<file path="src/rtl/rs_en_pkg.sv">
// Shared types for the clocked gated SR latch: state encoding, command decode and sync-depth limit.
// The optional forbid flags (macro RS_EN_FORBID_FLAG_EN) need nothing from this package.
package rs_en_pkg;

  typedef enum logic [1:0] {
    CLR    = 2'b00,
    SET    = 2'b01,
    FORBID = 2'b11
  } rs_state_t;

  typedef enum logic [1:0] {
    HOLD = 2'b00,
    SETC = 2'b01,
    CLRC = 2'b10,
    BOTH = 2'b11
  } rs_cmd_t;

  localparam int SYNC_MAX = 3;

  // A closed enable gates every request into HOLD.
  function automatic rs_cmd_t decode_cmd(input logic c, input logic s, input logic r);
    rs_cmd_t cmd;
    cmd = HOLD;
    if (c) begin
      case ({s, r})
        2'b10:   cmd = SETC;
        2'b01:   cmd = CLRC;
        2'b11:   cmd = BOTH;
        default: cmd = HOLD;
      endcase
    end
    return cmd;
  endfunction

endpackage

</file>
<file path="src/rtl/rs_en_sync.sv">
// Per-bit flop chain that brings asynchronous control inputs into the clk domain.
// STAGES = 0 makes it a plain wire for inputs that are already synchronous.
module rs_en_sync #(
  parameter int STAGES = 0,
  parameter int WIDTH  = 3
) (
  input  logic             clk,
  input  logic             rst,
  input  logic [WIDTH-1:0] i_d,
  output logic [WIDTH-1:0] o_q
);

  generate
    if (STAGES == 0) begin : g_pass
      logic w_unused;
      assign w_unused = clk ^ rst;
      assign o_q      = i_d;
    end else begin : g_chain
      logic [WIDTH-1:0] r_chain [STAGES];

      always_ff @(posedge clk) begin
        if (rst) begin
          for (int i = 0; i < STAGES; i++) r_chain[i] <= '0;
        end else begin
          r_chain[0] <= i_d;
          for (int i = 1; i < STAGES; i++) r_chain[i] <= r_chain[i-1];
        end
      end

      assign o_q = r_chain[STAGES-1];
    end
  endgenerate

endmodule

</file>
<file path="src/rtl/rs_en_latch.sv">
// Single-clock gated SR latch with true/complement outputs and the NAND-latch S=R=1 output state.
// Macro RS_EN_FORBID_FLAG_EN adds the forbid / forbid_seen status outputs.
module rs_en_latch
  import rs_en_pkg::*;
#(
  parameter int   SYNC_STAGES = 0,
  parameter logic INIT_Q      = 1'b0
) (
  input  logic      clk,
  input  logic      rst,
  input  logic      C,
  input  logic      S,
  input  logic      R,
  output logic      Q,
  output logic      Qn,
  output rs_state_t o_dbg_state
`ifdef RS_EN_FORBID_FLAG_EN
  ,
  output logic      forbid,
  output logic      forbid_seen
`endif
);

  localparam int SYNC_EFF = (SYNC_STAGES > SYNC_MAX) ? SYNC_MAX : SYNC_STAGES;

  // Valid/ready does not apply: C/S/R are level commands sampled on every clk edge.
  logic [2:0] w_csr;
  logic       w_c;
  logic       w_s;
  logic       w_r;
  rs_cmd_t    w_cmd;
  rs_state_t  w_state_nxt;
  logic       w_lv_nxt;

  rs_state_t  r_state;
  logic       r_last_valid;
  logic       r_q;
  logic       r_qn;

  rs_en_sync #(
    .STAGES (SYNC_EFF),
    .WIDTH  (3)
  ) u_sync (
    .clk (clk),
    .rst (rst),
    .i_d ({C, S, R}),
    .o_q (w_csr)
  );

  assign w_c = w_csr[2];
  assign w_s = w_csr[1];
  assign w_r = w_csr[0];

  always_comb begin
    w_cmd       = decode_cmd(w_c, w_s, w_r);
    w_state_nxt = CLR;
    w_lv_nxt    = r_last_valid;
    case (w_cmd)
      SETC: begin
        w_state_nxt = SET;
        w_lv_nxt    = 1'b1;
      end
      CLRC: begin
        w_state_nxt = CLR;
        w_lv_nxt    = 1'b0;
      end
      BOTH: w_state_nxt = FORBID;
      default: begin
        // Holding in FORBID is not allowed: fall back to the last legal value.
        case (r_state)
          SET:     w_state_nxt = SET;
          FORBID:  w_state_nxt = r_last_valid ? SET : CLR;
          default: w_state_nxt = CLR;
        endcase
      end
    endcase
  end

  always_ff @(posedge clk) begin
    if (rst) begin
      r_state      <= INIT_Q ? SET : CLR;
      r_last_valid <= INIT_Q;
      r_q          <= INIT_Q;
      r_qn         <= ~INIT_Q;
    end else begin
      r_state      <= w_state_nxt;
      r_last_valid <= w_lv_nxt;
      r_q          <= (w_state_nxt == SET) || (w_state_nxt == FORBID);
      r_qn         <= (w_state_nxt == CLR) || (w_state_nxt == FORBID);
    end
  end

  assign Q           = r_q;
  assign Qn          = r_qn;
  assign o_dbg_state = r_state;

`ifdef RS_EN_FORBID_FLAG_EN
  logic r_forbid;
  logic r_forbid_seen;

  always_ff @(posedge clk) begin
    if (rst) begin
      r_forbid      <= 1'b0;
      r_forbid_seen <= 1'b0;
    end else begin
      r_forbid      <= (w_state_nxt == FORBID);
      r_forbid_seen <= r_forbid_seen | (w_state_nxt == FORBID);
    end
  end

  assign forbid      = r_forbid;
  assign forbid_seen = r_forbid_seen;
`endif

endmodule

</file>
<file path="config.mk">
export PLATFORM = sky130hd
export DESIGN_NAME = rs_en_latch
export DESIGN_NICKNAME = d
export VERILOG_FILES = /design/src/rtl/rs_en_pkg.sv /design/src/rtl/rs_en_sync.sv /design/src/rtl/rs_en_latch.sv
export SDC_FILE = /design/constraint.sdc
export NUM_CORES = 1
export LEC_CHECK = 0
export CAP_MARGIN = 40
export CORE_AREA = 2 2 39 41
export DETAILED_ROUTE_END_ITERATION = 8
export DIE_AREA = 0 0 41 43
export SLEW_MARGIN = 10
export SYNTH_ARGS = -nofsm -noshare
export SYNTH_HDL_FRONTEND = slang
export SYNTH_SLANG_ARGS = --single-unit
</file>
<file path="constraint.sdc">
create_clock -name clk -period 2.2 [get_ports clk]
set_clock_uncertainty 0.05 [all_clocks]
set_input_delay 0.22 -clock clk [delete_from_list [all_inputs] [get_ports clk]]
set_output_delay 0.22 -clock clk [all_outputs]
set_load 0.03 [all_outputs]
</file>
# == After elaboration in Yosys (flattened, before gate mapping) ==
# Index checks and enable logic that the tools add are counted.
# classes
n_eq_ne,10
n_mux,6
n_reduce_logical,4
# op_table
cell,n
2-bit == test (second input constant),6
2-bit one-hot mux with 3 select lines,2
2-bit by 1-bit == test with 1-bit output (second input constant),4
1-bit one-hot mux with 2 select lines,2
2-bit zero test,1
1-bit logical OR,2
2-bit two-way mux,1
2-bit nonzero test,1
1-bit two-way mux,1
# totals
ff_bits,5
in_bits,5
out_inout_bits,4
elab_cells,24

# == Depth between registers and ports, before layout ==
# Gate-level depths: netlist (run 1).
# depth
word_depth,7
mapped_depth,8
depth_no_buf,8

# == By module ==
# Synthesis (run 1) repeated with hierarchy kept, for this count alone.
# unflattened
cells_unflattened,29
area_unflattened_um2,261.5
# by_module_without_submodules
mod,n_inst,cells_each,area_each_um2,seq_area_each_um2
rs_en_latch,1,26,239.0,100.1
rs_en_sync,1,3,22.5,0.0

# == Worst setup path after synthesis (run 1) ==
# OpenSTA, ideal clock, no wires.
# synth_path
path_kind,register to register
start,"reg r_state[1], in the netlist o_dbg_state[1]"
end,"reg r_qn, in the netlist Qn"
setup_time_ns,0.123
arrival_ns,1.406
t_required_ns,2.027
setup_slack_ns,0.620
stages_incl_launch_ff,6
path_buffers,0
synth_period_minus_slack_ns,1.580
path_cell_list,dfxtp_1 > nor2b_1 > o22a_1 > inv_1 > ha_1 > or2_2
# synth_via
elab_chain_cells,5
elab_cells_between_ends,7
cone_classes,eq/ne: 3; mux: 2; reduce/logical: 2
# synth_lines
element,line,source
"start, declared",rs_en_latch.sv:35,rs_state_t r_state;
"start signal, assigned",rs_en_latch.sv:81,r_state <= INIT_Q ? SET : CLR;
"start signal, assigned",rs_en_latch.sv:86,r_state <= w_state_nxt;
2-bit == test / 2-bit by 1-bit == test with 1-bit output (equally long branches),rs_en_latch.sv:70,case (r_state)
1-bit one-hot mux with 2 select lines (*),rs_en_latch.sv:70,
2-bit one-hot mux with 3 select lines (*),rs_en_latch.sv:58,case (w_cmd)
net w_state_nxt[0],rs_en_latch.sv:32,rs_state_t w_state_nxt;
2-bit == test / 2-bit zero test (equally long branches),rs_en_latch.sv:89,r_qn <= (w_state_nxt == CLR) || (w_state_nxt == FORBID);
1-bit logical OR (*),rs_en_latch.sv:89,
"end signal, assigned",rs_en_latch.sv:84,r_qn <= ~INIT_Q;
"end signal, assigned",rs_en_latch.sv:89,
"end, declared",rs_en_latch.sv:38,logic r_qn;
# Mark *: on every way through the listed nets, which the timed path passes. The rest lies on a longest branch.
# A chain may end at the register's enable or synchronous reset.

# == Worst setup path after layout (run 1) ==
# layout_path
start,in C
end,"reg r_qn, in the netlist Qn"
# layout_via
elab_chain_cells,5
elab_cells_between_ends,8
cone_classes,eq/ne: 4; mux: 2; reduce/logical: 2
# layout_lines
element,line,source
"start, declared",rs_en_latch.sv:11,"input logic C,"
2-bit two-way mux (*),rs_en_pkg.sv:24,if (c) begin
2-bit == test / 2-bit by 1-bit == test with 1-bit output (equally long branches),rs_en_latch.sv:58,
2-bit one-hot mux with 3 select lines (*),rs_en_latch.sv:58,
net w_state_nxt[0],rs_en_latch.sv:32,
2-bit == test / 2-bit zero test (equally long branches),rs_en_latch.sv:89,
1-bit logical OR (*),rs_en_latch.sv:89,
# Marks and branches as above.

==> flow_summary.json, run 1 <==
{
  "cp_cell_sequence": "clkdlybuf4s50_1 > and2_1 > inv_1 > ha_1 > nand2_1 > o22a_1 > inv_1 > ha_1 > or2_2",
  "dpl.hpwl_um": 338,
  "core_um2": 1380,
  "tightest_slew_ns": 0.303,
  "ir_drop_v": 0.000215,
  "detail_route.vias_per_cell": 3.69,
  "ys_seq_area_frac": 0.419,
  "synthCells": 26,
  "drtAntennaViolNets": 0,
  "syn_to_final_growth_pct": 56.0,
  "grt.total_usage": 0.0592,
  "path_class": "in -> reg",
  "ys_warn_count": 0,
  "first_pass_iters": 1,
  "drtIter0Drc": 0,
  "p_leak_nw": 0.170,
  "hold_buffers": 0,
  "antenna_found_initial": 0,
  "r2r_start": "o_dbg_state[1]$_SDFF_PP0_",
  "finalInstanceArea_um2": 373,
  "num_rows": 14,
  "hold_class": "reg -> reg",
  "ff2ff_path_depth": 5,
  "ys_ff_latch": 5,
  "worstPathMaxFanout": 3,
  "rsz0062_at_grt": "no",
  "routedWlPerCell_um": 6.98,
  "ys_types": 11,
  "hold_viol": 0,
  "setup_viol": 0,
  "final_nets": 50,
  "cts_buffer_depth": 2,
  "finalSetupTns_ns": 0,
  "end_kind": "flop",
  "die_w_um": 41,
  "initial_core_util": 0.173,
  "outcome": "complete, no violations",
  "clock-sinks": 5,
  "htreeDepth": 1,
  "relSlewSlack": 0.797,
  "period_share": 0.827,
  "gp_congestion": 0.627,
  "clk_latency_ns": 0.24,
  "clk_pin_slew_worst_paths_ns": 0.04,
  "hold_path_end": "r_last_valid$_SDFFE_PP0P_",
  "grt_pass1_vias": 189,
  "cts_buffers": 3,
  "maxCapViolations": 0,
  "slowest_stage": "clkdlybuf4s50_1",
  "via_count": 203,
  "post_cts_resized": 0,
  "grt.overflow.total": 0,
  "drive_above_1_share": 0.154,
  "tritoncts": "done",
  "synth.avg_cell_area_um2": 9.19,
  "syn_area_um2": 239,
  "cp-start-kind": "input pin",
  "die_h_um": 43,
  "dieArea_um2": 1760,
  "place_area_um2": 347,
  "grt_max_degree": 6,
  "routed_wl_um": 384,
  "arrival_ns": 1.89,
  "period_needed_ns": 1.82,
  "io_pins": 9,
  "portBuffers": 8,
  "post_cts_buffers": 0,
  "holdPathStages": 2,
  "antenna_cells": 0,
  "slew_viol_final": 0,
  "drc": 0,
  "syn-num-nets": 36,
  "root_buffer": "clkbuf_4",
  "power_density_nw_per_um2": 640,
  "worstHoldStart": "r_last_valid$_SDFFE_PP0P_",
  "slowest_delay_ns": 0.46,
  "grt_pass1_wl_um": 614,
  "required_ns": 2.27,
  "rrSetupSlack_ns": 0.84,
  "max_freq_mhz": 550,
  "timing.hold.ws_ns": 0.435,
  "worstReg2RegEnd": "Qn$_SDFF_PP1_"
}
## worst max-delay path, delay by kind of cell
| kind | cells | cell delay (ns) |
|---|---|---|
| AND/OR/NAND/NOR | 3 | 0.53 |
| adder cells (fa/ha/maj) | 2 | 0.43 |
| AO/OA/AOI/OAI | 1 | 0.15 |
| buffers and inverters | 3 | 0.56 |
## synth_stat cells
library cell,count,area (µm²)
or2_2,1,6.26
nand2_1,2,7.51
nor2b_1,1,6.26
nor2_1,4,15.0
dfxtp_1,5,100
a21oi_1,1,5.00
ha_1,5,62.6
and2_1,1,6.26
o22a_1,1,8.76
inv_1,4,15.0
nor2_2,1,6.26
## routing by layer
layer  up-vias  track usage  share of wire
met5         -            0              0
met4         0       0.0200              0
met3         0       0.0785           0.18
met2        11       0.0844           0.41
met1        88       0.0450           0.41
li1        104            -              -
## per-stage QoR
step / total power, mW / std cells / utilization / worst slack [ns]
6_report: 0.239 / 55 / 0.269 / 0.381
5_1_grt: 0.257 / 55 / 0.269 / 0.274
4_1_cts: 0.245 / 55 / 0.269 / 0.361
3_5_place_dp: 0.138 / 51 / 0.250 / 0.109
2_1_floorplan: 0.119 / 26 / - / 0.620
3_3_place_gp: 0.138 / 51 / 0.250 / 0.123
## cell usage in the layout (no fill, tap or decap)
| master | Yosys | final |
|---|---|---|
| a21oi_1 | 1 | 1 |
| and2_1 | 1 | 1 |
| buf_4 | 0 | 1 |
| clkbuf_1 | 0 | 1 |
| clkbuf_4 | 0 | 3 |
| clkdlybuf4s50_1 | 0 | 8 |
| dfxtp_1 | 5 | 5 |
| ha_1 | 5 | 5 |
| inv_1 | 4 | 4 |
| nand2_1 | 2 | 2 |
| nor2_1 | 4 | 4 |
| nor2_2 | 1 | 1 |
| nor2b_1 | 1 | 1 |
| o22a_1 | 1 | 1 |
| or2_2 | 1 | 1 |
## worst max path at each step
| stage | startpoint | to | slack [ns] | cells past startpoint |
|---|---|---|---|---|
| floorplan | o_dbg_state[1]$_SDFF_PP0_ | Qn$_SDFF_PP1_ | 0.62 | 5 |
| detailed placement | C | Qn$_SDFF_PP1_ | 0.11 | 9 |
| global placement | C | Qn$_SDFF_PP1_ | 0.12 | 9 |
| global route | C | Qn$_SDFF_PP1_ | 0.27 | 9 |
| finish | C | Qn$_SDFF_PP1_ | 0.38 | 9 |
| CTS | C | Qn$_SDFF_PP1_ | 0.36 | 9 |
## sequential cells by signal, indices dropped and copies added, names as in the netlist
register      count
Q                 1
Qn                1
o_dbg_state       2
r_last_valid      1
## kinds of logic (layout without fill, tap and decap cells)
group | Yosys count | count (layout) | synth area share
simple gates | 10 | 10 | 0.199
fa+ha+maj | 5 | 5 | 0.262
flops | 5 | 5 | 0.419
buf+inv | 4 | 17 | 0.0628
compound gates | 2 | 2 | 0.0576
## power breakdown
group	internal, mW	switching (mW)	total [mW]	leakage [nW]
sequential	0.0959	0.00176	0.0976	0.0409
clock	0.0684	0.0347	0.103	0.0150
combinational	0.0198	0.0181	0.0380	0.115
## cell type report
class,count,area (µm²)
multi-input combinational,17,124
clock buffer,4,26.3
fill,156,1010
sequential,5,100
inverter,4,15.0
tap,16,20.0
timing repair buffer,9,87.6
Note: power is estimated with default switching activity, not from simulation.
==> inputs of run 2 (changes only) <==
==> constraint.sdc (replaced) <==
create_clock -name clk -period 1.85 [get_ports clk]
set_clock_uncertainty 0.05 [all_clocks]
set_input_delay 0.185 -clock clk [delete_from_list [all_inputs] [get_ports clk]]
set_output_delay 0.185 -clock clk [all_outputs]
set_load 0.03 [all_outputs]
==> flow_summary.json, run 2 (synthesis results as in run 1) <==
{
  "timing.hold.ws_ns": 0.437,
  "core_um2": 1380,
  "tritoncts": "done",
  "drive_above_1_share": 0.214,
  "via_count": 204,
  "dp.cells": 54,
  "first_pass_iters": 2,
  "cp_cell_sequence": "clkdlybuf4s50_1 > and2_1 > inv_1 > ha_1 > nand2_1 > o22a_1 > inv_1 > ha_1 > or2_2",
  "rsz0062_at_grt": "no",
  "final_nets": 53,
  "routed_wl_um": 398,
  "grt.total_usage": 0.0633,
  "max_freq_mhz": 561,
  "grt.overflow.total": 0,
  "regArea_um2": 100,
  "slew_viol_final": 0,
  "ff2ff_path_depth": 5,
  "grt_pass1_wl_um": 641,
  "hold_buffers": 0,
  "r2r_start": "o_dbg_state[1]$_SDFF_PP0_",
  "fill_cells": 166,
  "maxCapViolations": 0,
  "final_common_cell": "clkdlybuf4s50_1",
  "period_share": 0.963,
  "power_density_nw_per_um2": 723,
  "clk_pin_slew_worst_paths_ns": 0.04,
  "post_cts_buffers": 0,
  "multi_input_area_um2": 124,
  "gp_congestion": 0.612,
  "drtAntennaViolNets": 0,
  "dpl.hpwl_um": 332,
  "power_mw": 0.286,
  "antenna_found_initial": 0,
  "dieArea_um2": 1760,
  "slowest_stage": "clkdlybuf4s50_1",
  "die_h_um": 43,
  "relSlewSlack": 0.796,
  "slowest_delay_ns": 0.48,
  "period_needed_ns": 1.78,
  "routedWlPerCell_um": 6.86,
  "rrSetupSlack_ns": 0.48,
  "root_buffer": "clkbuf_4",
  "ir_drop_v": 0.000313,
  "worstHoldStart": "r_last_valid$_SDFFE_PP0P_",
  "required_ns": 1.92,
  "post_cts_resized": 0,
  "end_kind": "flop",
  "clock-sinks": 5,
  "initial_core_util": 0.173,
  "drc": 0,
  "die_w_um": 41,
  "largest_reg_flops": 2,
  "detail_route.vias_per_cell": 3.52,
  "layoutNonFillerInstCount": 58,
  "layout_common_cells": "clkdlybuf4s50_1, dfxtp_1, ha_1",
  "hold_class": "reg -> reg",
  "cp-start-kind": "input pin",
  "hold_viol": 0,
  "grt_max_degree": 6,
  "num_rows": 14,
  "arrival_ns": 1.85,
  "clk_latency_ns": 0.23,
  "path_class": "in -> reg",
  "antenna_cells": 0,
  "drtIter0Drc": 2,
  "outcome": "complete, no violations",
  "cts_buffers": 3,
  "portBuffers": 8,
  "io_pins": 9,
  "grt_pass1_vias": 182,
  "tightest_slew_ns": 0.305,
  "setup_viol": 0,
  "worstPathMaxFanout": 2,
  "cts_buffer_depth": 2,
  "syn_to_final_growth_pct": 65.4,
  "crit_start": "C",
  "crit_end": "Qn$_SDFF_PP1_",
  "p_leak_nw": 0.184,
  "worstReg2RegEnd": "Qn$_SDFF_PP1_",
  "htreeDepth": 1
}
==> run 2: cell count changes in the layout (fill, tap and decap cells not counted), sizes merged <==
| cell | delta |
|---|---|
| buf | +3 |
==> run 2: worst min path at each step <==
stage                           endpoint  slack, ns  cells past startpoint
2_1_floorplan               Q$_SDFF_PP0_       0.20                      1
3_3_place_gp   r_last_valid$_SDFFE_PP0P_       0.44                      2
3_5_place_dp   r_last_valid$_SDFFE_PP0P_       0.43                      2
4_1_cts        r_last_valid$_SDFFE_PP0P_       0.44                      2
5_1_grt        r_last_valid$_SDFFE_PP0P_       0.47                      2
6_report       r_last_valid$_SDFFE_PP0P_       0.44                      2
==> run 2: critical path, delay by kind of cell <==
family	cells	cell delay (ns)
buf+inv	3	0.58
simple gates	3	0.50
fa+ha+maj	2	0.44
compound gates	1	0.16
==> run 2: metal layers <==
metal	vias to the layer above	track usage	wire (µm)
met1	85	0.0613	181
met3	0	0.0785	53
met2	9	0.0719	163
li1	110	-	-
met4	0	0.0400	0
met5	-	0	0
==> run 2: per-stage QoR <==
step	instance area, µm²	setup WS, ns	utilization	TNS [ns]
5_1_grt	395	0.00221	0.286	0
3_3_place_gp	369	-0.151	0.267	-0.151
4_1_cts	395	0.0602	0.286	0
2_1_floorplan	239	0.270	-	0
6_report	395	0.0689	0.286	0
3_5_place_dp	369	-0.179	0.267	-0.179
==> run 2: power by group <==
group / total, mW / switching, mW / internal (mW)
Clock: 0.120 / 0.0389 / 0.0812
Combinational: 0.0496 / 0.0226 / 0.0270
Sequential: 0.116 / 0.00212 / 0.114
==> run 2: final cells by class <==
type                            count  share of cell area
Clock buffer                        4              0.0665
Inverter                            4              0.0380
Multi-Input combinational cell     17               0.313
Sequential cell                     5               0.253
Tap cell                           16              0.0506
Timing Repair Buffer               12               0.278
==> inputs of run 3 (changes only) <==
--- a/config.mk
+++ b/config.mk
@@ -13,3 +13,4 @@
 export SYNTH_ARGS = -nofsm -noshare
 export SYNTH_HDL_FRONTEND = slang
 export SYNTH_SLANG_ARGS = --single-unit
+export TNS_END_PERCENT = 10
==> results of run 3 <==
Same layout as run 2: the final DEF is identical, and so are final timing and power.
